==> src/rtl/led_seq_pkg.sv <==
// led_seq_pkg
// Shared definitions for the LED running-light sequencer:
//   - mode_t        : pattern select encodings (SHIFT, BOUNCE, FILL, BLINK)
//   - PAT_*         : reference patterns used as initial/terminal states
//   - init_pat()    : initial pattern for a given mode/direction
// No ports (package).
package led_seq_pkg;

    typedef enum logic [1:0] {
        MODE_SHIFT  = 2'b00,
        MODE_BOUNCE = 2'b01,
        MODE_FILL   = 2'b10,
        MODE_BLINK  = 2'b11
    } mode_t;

    localparam logic [3:0] PAT_MSB  = 4'b1000;
    localparam logic [3:0] PAT_LSB  = 4'b0001;
    localparam logic [3:0] PAT_ALL  = 4'b1111;
    localparam logic [3:0] PAT_NONE = 4'b0000;

    // BLINK always starts fully lit; the others start at the end the
    // light travels away from (MSB for dir=0, LSB for dir=1).
    function automatic logic [3:0] init_pat(input mode_t m, input logic d);
        if (m == MODE_BLINK) begin
            return PAT_ALL;
        end
        return d ? PAT_LSB : PAT_MSB;
    endfunction

endpackage

==> src/rtl/led_tick_gen.sv <==
// led_tick_gen
// Step-rate divider for the LED sequencer. Produces a tick once every
// max(TICK_DIV >> SPEED, 1) enabled cycles.
// Ports:
//   CLK   in  1  system clock
//   RST   in  1  synchronous active-high reset (count to 0)
//   EN    in  1  1 = count, 0 = hold count, no tick
//   SPEED in  2  period divisor shift, sampled every cycle
//   clr   in  1  restart the count (pattern reload)
//   tick  out 1  combinational, high in the cycle the count expires
// Parameter: TICK_DIV = cycles per step at SPEED=0.
module led_tick_gen #(
    parameter int TICK_DIV = 5000000
) (
    input  logic       CLK,
    input  logic       RST,
    input  logic       EN,
    input  logic [1:0] SPEED,
    input  logic       clr,
    output logic       tick
);

    logic [31:0] cnt;
    logic [31:0] period;

    // Period clamps to 1 so a small TICK_DIV with a large SPEED still
    // steps every cycle instead of never.
    always_comb begin
        period = 32'(TICK_DIV) >> SPEED;
        if (period == 32'd0) begin
            period = 32'd1;
        end
    end

    // The >= compare makes a period shrink below the current count
    // fire on the next enabled cycle rather than wrapping.
    assign tick = EN && (cnt >= (period - 32'd1));

    // Count is held while paused so a resume continues where it left off.
    always_ff @(posedge CLK) begin
        if (RST) begin
            cnt <= '0;
        end else if (clr) begin
            cnt <= '0;
        end else if (EN) begin
            if (tick) begin
                cnt <= '0;
            end else begin
                cnt <= cnt + 32'd1;
            end
        end
    end

endmodule

==> src/rtl/led_seq_ctrl.sv <==
// led_seq_ctrl
// Pattern sequencer for the 4-LED running-light display. Steps one of
// SHIFT / BOUNCE / FILL / BLINK at a selectable rate, with run/pause,
// latched mode/direction and output polarity select.
// Ports:
//   CLK       in  1  system clock
//   RST       in  1  synchronous active-high reset
//   EN        in  1  1 = run, 0 = pause
//   MODE      in  2  pattern select, latched on MODE_LOAD
//   DIR       in  1  direction, latched on MODE_LOAD
//   MODE_LOAD in  1  latch MODE/DIR and restart the pattern
//   SPEED     in  2  step period = max(TICK_DIV >> SPEED, 1)
//   POL       in  1  1 = active-high LEDs, 0 = active-low
//   BRIGHT    in  3  brightness (only with LED_SEQ_PWM_EN defined)
//   LED       out 4  pattern with polarity applied (combinational)
//   STEP      out 1  registered pulse on the first cycle of a new pattern
// Optional feature macro: LED_SEQ_PWM_EN adds BRIGHT and a 3-bit PWM
// counter that gates lit LEDs to (BRIGHT+1)/8 duty.
module led_seq_ctrl #(
    parameter int TICK_DIV = 5000000,
    parameter int N_LED    = 4
) (
    input  logic             CLK,
    input  logic             RST,
    input  logic             EN,
    input  logic [1:0]       MODE,
    input  logic             DIR,
    input  logic             MODE_LOAD,
    input  logic [1:0]       SPEED,
    input  logic             POL,
`ifdef LED_SEQ_PWM_EN
    input  logic [2:0]       BRIGHT,
`endif
    output logic [N_LED-1:0] LED,
    output logic             STEP
);

    import led_seq_pkg::*;

    mode_t            mode_q;
    logic             dir_q;
    logic             bounce;
    logic [N_LED-1:0] pat;
    logic [N_LED-1:0] pat_nxt;
    logic             bounce_nxt;
    logic             to_lsb;
    logic [N_LED-1:0] lit;
    logic             tick;

    led_tick_gen #(
        .TICK_DIV (TICK_DIV)
    ) u_tick (
        .CLK   (CLK),
        .RST   (RST),
        .EN    (EN),
        .SPEED (SPEED),
        .clr   (MODE_LOAD),
        .tick  (tick)
    );

    // Next-pattern logic. Any pattern that cannot occur in the current
    // mode falls back to that mode's initial pattern. For BOUNCE the
    // light travels toward the LSB when the bounce flag equals dir.
    always_comb begin
        pat_nxt    = init_pat(mode_q, dir_q);
        bounce_nxt = 1'b0;
        to_lsb     = (dir_q == bounce);
        case (mode_q)
            MODE_SHIFT: begin
                case (pat)
                    4'b1000, 4'b0100, 4'b0010, 4'b0001:
                        pat_nxt = dir_q ? {pat[2:0], pat[3]} : {pat[0], pat[3:1]};
                    default: ;
                endcase
            end
            MODE_BOUNCE: begin
                case (pat)
                    4'b1000, 4'b0100, 4'b0010, 4'b0001: begin
                        if (pat != (to_lsb ? PAT_LSB : PAT_MSB)) begin
                            pat_nxt    = to_lsb ? (pat >> 1) : (pat << 1);
                            bounce_nxt = bounce;
                            if (pat_nxt == (to_lsb ? PAT_LSB : PAT_MSB)) begin
                                bounce_nxt = ~bounce;
                            end
                        end
                    end
                    default: ;
                endcase
            end
            MODE_FILL: begin
                if (pat == PAT_ALL) begin
                    pat_nxt = PAT_NONE;
                end else if (!dir_q && (pat == 4'b1000 || pat == 4'b1100 || pat == 4'b1110)) begin
                    pat_nxt = {1'b1, pat[3:1]};
                end else if (dir_q && (pat == 4'b0001 || pat == 4'b0011 || pat == 4'b0111)) begin
                    pat_nxt = {pat[2:0], 1'b1};
                end
            end
            MODE_BLINK: begin
                pat_nxt = (pat == PAT_ALL) ? PAT_NONE : PAT_ALL;
            end
            default: ;
        endcase
    end

    // Pattern state: reset beats a reload, which beats a step. A reload
    // also suppresses STEP even when it lands on a tick.
    always_ff @(posedge CLK) begin
        if (RST) begin
            mode_q <= MODE_SHIFT;
            dir_q  <= 1'b0;
            bounce <= 1'b0;
            pat    <= PAT_MSB;
            STEP   <= 1'b0;
        end else if (MODE_LOAD) begin
            mode_q <= mode_t'(MODE);
            dir_q  <= DIR;
            bounce <= 1'b0;
            pat    <= init_pat(mode_t'(MODE), DIR);
            STEP   <= 1'b0;
        end else if (tick) begin
            pat    <= pat_nxt;
            bounce <= bounce_nxt;
            STEP   <= 1'b1;
        end else begin
            STEP   <= 1'b0;
        end
    end

`ifdef LED_SEQ_PWM_EN
    logic [2:0] pwm_cnt;

    // Free-running PWM phase; lit LEDs only show during phases 0..BRIGHT.
    always_ff @(posedge CLK) begin
        if (RST) begin
            pwm_cnt <= '0;
        end else begin
            pwm_cnt <= pwm_cnt + 3'd1;
        end
    end

    assign lit = (pwm_cnt <= BRIGHT) ? pat : '0;
`else
    assign lit = pat;
`endif

    assign LED = lit ^ {N_LED{~POL}};

endmodule
==> config.mk <==
export PLATFORM = sky130hd
export DESIGN_NAME = led_seq_ctrl
export DESIGN_NICKNAME = d
export VERILOG_FILES = /design/src/rtl/led_seq_pkg.sv /design/src/rtl/led_tick_gen.sv /design/src/rtl/led_seq_ctrl.sv
export SDC_FILE = /design/constraint.sdc
export NUM_CORES = 1
export LEC_CHECK = 0
export BUFFER_PORTS_ARGS = -buffer_cell sky130_fd_sc_hd__buf_2
export CORE_MARGIN = 1.5
export CORE_UTILIZATION = 60
export CTS_BUF_LIST = sky130_fd_sc_hd__clkbuf_4 sky130_fd_sc_hd__clkbuf_8
export DETAILED_ROUTE_END_ITERATION = 10
export PLACE_DENSITY_LB_ADDON = 0.15
export SETUP_SLACK_MARGIN = 0.5
export SYNTH_ARGS = -nofsm -noshare
export SYNTH_HDL_FRONTEND = slang
export SYNTH_SLANG_ARGS = --single-unit
==> constraint.sdc <==
create_clock -name CLK -period 4.1 [get_ports CLK]
set_input_delay 1.23 -clock CLK [delete_from_list [all_inputs] [get_ports CLK]]
set_output_delay 1.23 -clock CLK [all_outputs]
set_load 0.05 [all_outputs]
==> out/qor.csv <==
metric,value,unit
outcome,finished clean,
Worst-Skew Late Latency,0.30,ns
total CTS buffers,5,
P_leak,1.36,nW
initial antenna violation count,0,
CP Capture Type,register,
Worst-path clk slew,0.09,ns
drt drc,0,
R2R Setup Slk,1.71,ns
Setup Skew,0.0111,ns
final hold violation count,0,
Crit Path Max Fanout,5,
Post-Synthesis Cells,368,
share of layout cells above drive strength 1,0.151,
"area leader, netlist",dfxtp_1,
TNS Setup,0,ns
Pwr Density,277,nW/µm²
Die Ht,72.9,µm
DIE AREA,5320,µm²
fin nets,425,
highest achievable clock rate,277,MHz
vias in the first global route,2424,
CP Class,primary input to register,
Avg Synthesized Cell Area,7.98,µm²
share of the synthesized area in the top cell type,0.280,
Final Util,0.715,
Total Routed Length,6.61,mm
total power draw,0.935,mW
H-tree lvl count,2,
final setup vio count,0,
Overall Global Routing Usage,0.257,
Final min period,3.61,ns
"Req. time, crit path",4.32,ns
I/O pin count,15,
drt pass-1 iters,5,
CTS root buffer,clkbuf_8,
gr ovfl total,0,
Sequential Area,821,µm²
Synth cell types,57,
Filler cells,374,
Tcrit/Tclk final,0.881,
Std-Cell Rows,25,
wire length per cell,14.6,µm
Worst Hold Class,register to register,
slowest CP cell,or3b_1,
fin. max-slew vios,0,
asr flop ratio synth,0,
DR iter-0 viols,168,
sequential share of the synthesized area,0.280,
Top Family by Delay on Critical Path,simple AND/OR/NAND/NOR gates,
Max-Cap Viols,0,
ys flop type,dfxtp_1,
hpwl dp,4.57,mm
largest cells by area after synthesis,"dfxtp_1 28%, ha_1 13%, nor2_1 5.9%, xor2_1 5.4%, xnor2_1 3.9%",
Area Growth Syn to Fin,15.0,%
RSZ-0062 raised after global routing,true,
CP startpoint kind,primary input,
# port buffers,14,
#FFs+latches synth,41,
CORE AREA,4720,µm²
final setup margin,0.487,ns
slew margin rel.,0.455,
clk buf depth,2,
total number of yosys warnings,0,
CTS tree,done,
starting density of the core,0.621,
clk sink count,41,
"antenna viol nets, final",0,
crit path DAT,3.84,ns
CP bufs+invs,3,
pre-CTS WS,0.121,ns
global-route wire length before repair,10.8,mm
crit-path cells,"buf_8, buf_6, ha_4, nor4_4, nand2_2, xnor2_2, nor2_1, ha_1, nand4_1, nand3_2, a221oi_2, o211ai_1, buf_4, or3b_1, a31oi_1",
syn nets,409,
gpl congestion,0.922,
IR Drop Worst-Case VDD,0.232,mV
"EDFF count, synth",0,
area of the multi-input gates,2070,µm²
Via density,5.91,
post-route cell area,3380,µm²
Placed Area,3080,µm²
number of diodes,0,
synthesized area,2940,µm²
vias after detailed routing,2673,
worst slew pin tran,0.817,ns
Die X,72.9,µm
Max stage delay on crit path,0.37,ns
largest net degree at the start of global routing,27,
-- cell usage in the layout (no fill, tap or decap), drive strengths merged, types with 8 or more instances in the layout --
master  netlist  final
a21oi        22     22
and3          9      9
buf           9     28
dfxtp        41     41
ha           31     31
inv          15     14
nand2        23     23
nand2b        8      8
nand3        21     21
nand4        11     11
nor2         46     46
o21ai        11     11
xnor2        13     13
xor2         18     18
-- per-layer routing --
layer  up-vias  track usage  routed length [µm]
li1       1345            -                   -
met1      1238        0.322                2970
met2        71        0.448                3200
met3        19       0.0497                 299
met4         0       0.0734                 144
met5         -            0                   0
-- cells in the mapped netlist (2+ instances only) --
cell	number
or3_1	2
nor3_1	7
o211ai_1	5
conb_1	2
dfxtp_1	41
a21oi_1	22
nor4_1	4
and3_1	9
buf_1	5
buf_2	4
nand2_1	22
a311oi_1	2
xor2_1	18
mux2i_1	7
or3b_1	3
nand3_1	21
a211o_1	2
ha_1	31
clkbuf_1	10
xnor2_1	13
a21o_1	5
o21ai_0	8
o31ai_1	2
nand2b_1	8
nand4_1	11
inv_1	15
nor2b_1	7
o21ai_1	3
a31oi_1	4
nor2_1	46
a41oi_1	3
-- layout make-up --
class,instances,area share
multi-input combinational,293,0.614
tap,67,0.0248
sequential,41,0.243
clock buffer,5,0.0204
timing repair buffer,28,0.0656
clock inverter,3,0.0130
inverter,15,0.0189
-- repair_timing --
item / in CTS / in global routing
pin swaps: 2 / 14
cloned: 1 / 0
buffers inserted: 4 / 6
resized for setup: 3 / 19
hold buffers: 0 / 0
setup endpoints to repair: 25 / 38
-- logic make-up after synthesis --
| group | Yosys count | synth area share |
|---|---|---|
| buffers and inverters | 34 | 0.0452 |
| adders and majority gates | 31 | 0.132 |
| and+or+nand+nor | 149 | 0.255 |
| xor gates and xnor gates | 31 | 0.0925 |
| other | 2 | 0.00256 |
| AOI/OAI and AO/OA | 72 | 0.165 |
| muxes | 8 | 0.0277 |
| DFF | 41 | 0.280 |
-- metrics by stage --
stage | hold WS [ns] | std cells
2_1_floorplan | 0.475 | 368
4_1_cts | 0.530 | 446
3_3_place_gp | 0.501 | 433
6_report | 0.529 | 452
5_1_grt | 0.557 | 452
3_5_place_dp | 0.512 | 433
-- flip-flops by register name, indices dropped and copies added (netlist names) --
| signal | count |
|---|---|
| u_tick.cnt | 32 |
| lit | 4 |
| mode_q | 2 |
| STEP | 1 |
| bounce | 1 |
| dir_q | 1 |
-- worst paths after layout --
path                                     start        endpoint  depth (start not counted)
worst min-delay path            u_tick.cnt[24]  u_tick.cnt[24]                          2
worst max-delay path                  SPEED[1]   u_tick.cnt[2]                         15
worst min register to register  u_tick.cnt[24]  u_tick.cnt[24]                          2
worst max register to register  u_tick.cnt[15]   u_tick.cnt[2]                          8
-- tightest hold or removal path, delay by kind of cell (launching register included) --
family,cells,cell delay (ns)
DFF,1,0.38
and+or+nand+nor,1,0.07
AOI/OAI and AO/OA,1,0.05
-- where the power goes --
group	leakage [nW]	switching (mW)	internal [mW]	total [mW]
Sequential	0.332	0.0281	0.404	0.432
Clock	0.0585	0.148	0.183	0.330
Combinational	0.973	0.0994	0.0734	0.173
No activity file was read; power rests on OpenSTA's default activity.
